===== src/rtl/ram.sv =====
// 32 x 32 single-port synchronous RAM with registered read data.
// Ports: clk, rst (sync, active-high), cen, wen, addr[4:0], din[31:0], dout[31:0].
module ram (
  input  logic        clk,
  input  logic        rst,
  input  logic        cen,
  input  logic        wen,
  input  logic [4:0]  addr,
  input  logic [31:0] din,
  output logic [31:0] dout
);

  localparam int DEPTH = 32;

  logic [31:0] r_mem [DEPTH];
  logic [31:0] r_dout;

  logic w_wr;
  logic w_rd;

  assign w_wr = cen & wen;
  assign w_rd = cen & ~wen;

  // Storage is flop-based so a reset can clear every word.
  always_ff @(posedge clk) begin
    if (rst) begin
      for (int i = 0; i < DEPTH; i++) begin
        r_mem[i] <= '0;
      end
    end else if (w_wr) begin
      r_mem[addr] <= din;
    end
  end

  // Output is zero on any cycle that is not a read.
  always_ff @(posedge clk) begin
    if (rst) begin
      r_dout <= '0;
    end else if (w_rd) begin
      r_dout <= r_mem[addr];
    end else begin
      r_dout <= '0;
    end
  end

  assign dout = r_dout;

endmodule


===== config.mk =====
export PLATFORM = sky130hd
export DESIGN_NAME = ram
export DESIGN_NICKNAME = d
export VERILOG_FILES = /design/src/rtl/ram.sv
export SDC_FILE = /design/constraint.sdc
export NUM_CORES = 1
export LEC_CHECK = 0
export BUFFER_PORTS_ARGS = -buffer_cell sky130_fd_sc_hd__buf_2
export CORE_AREA = 2 2 231 404
export CTS_CLUSTER_SIZE = 8
export DETAILED_ROUTE_END_ITERATION = 16
export DIE_AREA = 0 0 233 406
export PLACE_DENSITY = 0.73
export SETUP_SLACK_MARGIN = 0.02
export SYNTH_ARGS = -nofsm -noshare
export SYNTH_HDL_FRONTEND = slang
export SYNTH_SLANG_ARGS = --single-unit

===== constraint.sdc =====
create_clock -name clk -period 1.98 [get_ports clk]
set_input_delay 0.396 -clock clk [delete_from_list [all_inputs] [get_ports clk]]
set_output_delay 0.396 -clock clk [all_outputs]
set_load 0.01 [all_outputs]

==> run_results.csv <==
group,metric,value,unit
clocking,cts.hold.buffers_added,0,
run_status,status,"complete, no violations",
sta,fmax,567,MHz
setup_path,cp_cell_sequence,"buf_2",
setup_path,reg2reg_to,"dout[11]",
drt,drt_pass1_iterations,5,
synth,synth_nets,3404,
finish,drive_above_1_share,16.4,%
die,die_area,94600,um2
sta,drv_slew,0,
sta,worst_pin_slew,725,ps
finish,area_growth,17.9,%
synth,avgSynthCellArea,14.0,um2
setup_path,r2r_cells,5,
clocking,cts-root-buf,"clkbuf_16",
drt,wire_per_inst,24.0,um
drt,drc,0,
die,initial_core_util,51.5,%
die,fp.dieH,406,um
setup_path,slowest_stage,"dfxtp_1",
die,ios,73,
finish,n_antenna_cell,0,
global_routing,grt_pass1_wl,174,mm
clocking,cts_made_buffers,150,
synth,synth_seq_area_share,66.7,%
setup_path,crit_buf_inv,1,
clocking,postCtsSetupBuffers,0,
worst_hold_path,min_path_cells,2,
finish,final_cells,4815,
setup_path,cp-start-kind,"register",
setup_path,worstPathRequired,1580,ps
setup_path,critical_path.max_stage_delay,450,ps
global_routing,grt_pass1_vias,28500,
synth,synth-seq-cells,1056,
sta,hold_viol,0,
sta,worst_slack,217,ps
sta,setup_violations,0,
drt,final_antenna_net_count,0,
clocking,cts_resized,0,
finish,layout_common_cells,"1024 x and2_1, 1024 x edfxtp_1, 512 x mux2i_1, 256 x o22ai_1, 178 x buf_4",
setup_path,cp_top_family,"flip-flops",
worst_hold_path,holdCritPathClass,"in -> reg",
finish,nets,3590,
drt,vias_per_cell,5.77,
global_routing,antenna_found_initial,5,
placed_design,portBuffers,72,
flow_run,cap_viol_max_count,0,
clocking,cts_buffer_depth,3,
clocking,path_clk_slew,50,ps
drt,wl,116,mm
placed_design,dp_hpwl,78.0,mm
setup_path,rrSetupSlack,320,ps
setup_path,path_max_fanout,1,
pwr,powerDensity,951,nW/um2
synth,synthesis.area,47100,um2
worst_hold_path,worstHoldEndpoint,"r_mem[7][27]",
sta,rsz0062_at_grt,"no",
placed_design,placed_cells,4589,
die,coreArea,91400,um2
synth,yosys.cell_types.count,32,
clocking,clock-sinks,1056,
sta,finalCritPeriodShare,89.0,%
setup_path,crit-reg2reg-launch,"r_mem[2][11]",
setup_path,arrival,1370,ps
pwr,ir_worst_vdd,0.000856,V
global_routing,grtUsageTotal,24.7,%
pwr,p_leak,21.1,nW
sta,max_slew_margin,51.7,%
setup_path,crit_type,"reg -> out",
global_routing,grt_max_degree,34,
die,rows,147,
drt,drtIter0Drc,2390,
synth,synth_cells,3363,
synth,synth_warnings,0,
drt,dr_total_vias,27800,
placed_design,post-place-ws,-334,ps
setup_path,cp-end-kind,"output pin",
worst_hold_path,hold_path.startpoint,"din[27]",
placed_design,routabilityCongestion,0.847,
die,die_x,233,um
clocking,h-tree-depth,4,
sta,skew,19.3,ps
clocking,insertion_delay,730,ps
global_routing,grt-ovfl-total,0,
sta,min_period,1760,ps
clocking,cts_tree,"yes",
[synthesized netlist by cell type (all sizes together)]
cell type | count | share of area (%)
nand4 | 2 | 0.027
nand2 | 3 | 0.024
or2 | 32 | 0.43
nor2b | 1 | 0.013
and2 | 1024 | 14
nand3b | 2 | 0.032
and4bb | 1 | 0.027
nand4b | 5 | 0.093
nor4 | 64 | 0.85
a21oi | 32 | 0.34
mux2i | 512 | 11
buf | 96 | 1.1
nand2b | 2 | 0.027
clkbuf | 227 | 1.8
nand4bb | 6 | 0.14
nor2 | 29 | 0.25
dfxtp | 32 | 1.4
nor3 | 4 | 0.074
or3b | 2 | 0.037
nand3 | 1 | 0.011
or4 | 1 | 0.016
edfxtp | 1024 | 65
or3 | 1 | 0.013
or4b | 4 | 0.093
o22ai | 256 | 3.4
[where the power goes]
group | leakage (nW) | internal [W] | total [W] | switching [W]
sequential | 9.99 | 0.0256 | 0.0260 | 0.000337
clock | 2.07 | 0.0144 | 0.0234 | 0.00904
combinational | 9.03 | 0.00136 | 0.00338 | 0.00202
[cell type report]
| class | count | area, um2 |
|---|---|---|
| clock buffers | 218 | 4180 |
| clock inverters | 8 | 106 |
| fillers | 6573 | 35900 |
| multi-input cells | 1984 | 14500 |
| flip-flops and latches | 1056 | 31400 |
| well taps | 1192 | 1490 |
| repair buffers | 357 | 3850 |
[registers in the layout, summed over array words and instances (netlist names)]
register / count
dout: 32
r_mem: 1024
[how the worst max path moves through the flow]
stage	startpoint	endpoint	depth (start not counted)
after floorplan	addr[3]	r_mem[21][0]	5
after global placement	addr[1]	dout[14]	7
after detailed placement	addr[1]	dout[14]	7
after CTS	dout[21]	dout[21]	1
after global routing	dout[21]	dout[21]	1
final	dout[21]	dout[21]	1
[kinds of logic (layout without fill, tap and decap cells)]
family                 count (synthesis)  count (layout)  share of synthesized area [%]
and+or+nand+nor                     1184            1184                           15.8
DFF                                 1056            1056                           66.7
buffers and inverters                323             583                           2.95
muxes                                512             512                           10.9
AOI/OAI and AO/OA                    288             288                           3.74
[layer usage]
layer	track usage (%)	vias up	share of wire (%)
met5	0	-	0
met4	8.73	0	2.8
li1	-	12600	-
met1	29.0	14100	38
met3	3.42	214	5.1
met2	45.7	914	54
[per-stage QoR]
| step | TNS [ps] | total power, W | utilization [%] | cell area, um2 | hold slack, ps |
|---|---|---|---|---|---|
| 6_report | 0 | 0.0528 | 60.7 | 55500 | 290 |
| 5_1_grt | 0 | 0.0541 | 60.7 | 55500 | 312 |
| 4_1_cts | 0 | 0.0530 | 60.7 | 55500 | 253 |
| 3_5_place_dp | -83640 | 0.0298 | 56.0 | 51200 | 712 |
| 3_3_place_gp | -61940 | 0.0297 | 56.0 | 51200 | 703 |
| 2_1_floorplan | 0 | 0.0281 | - | 47200 | 594 |
Power figures use the tool's default switching activity.
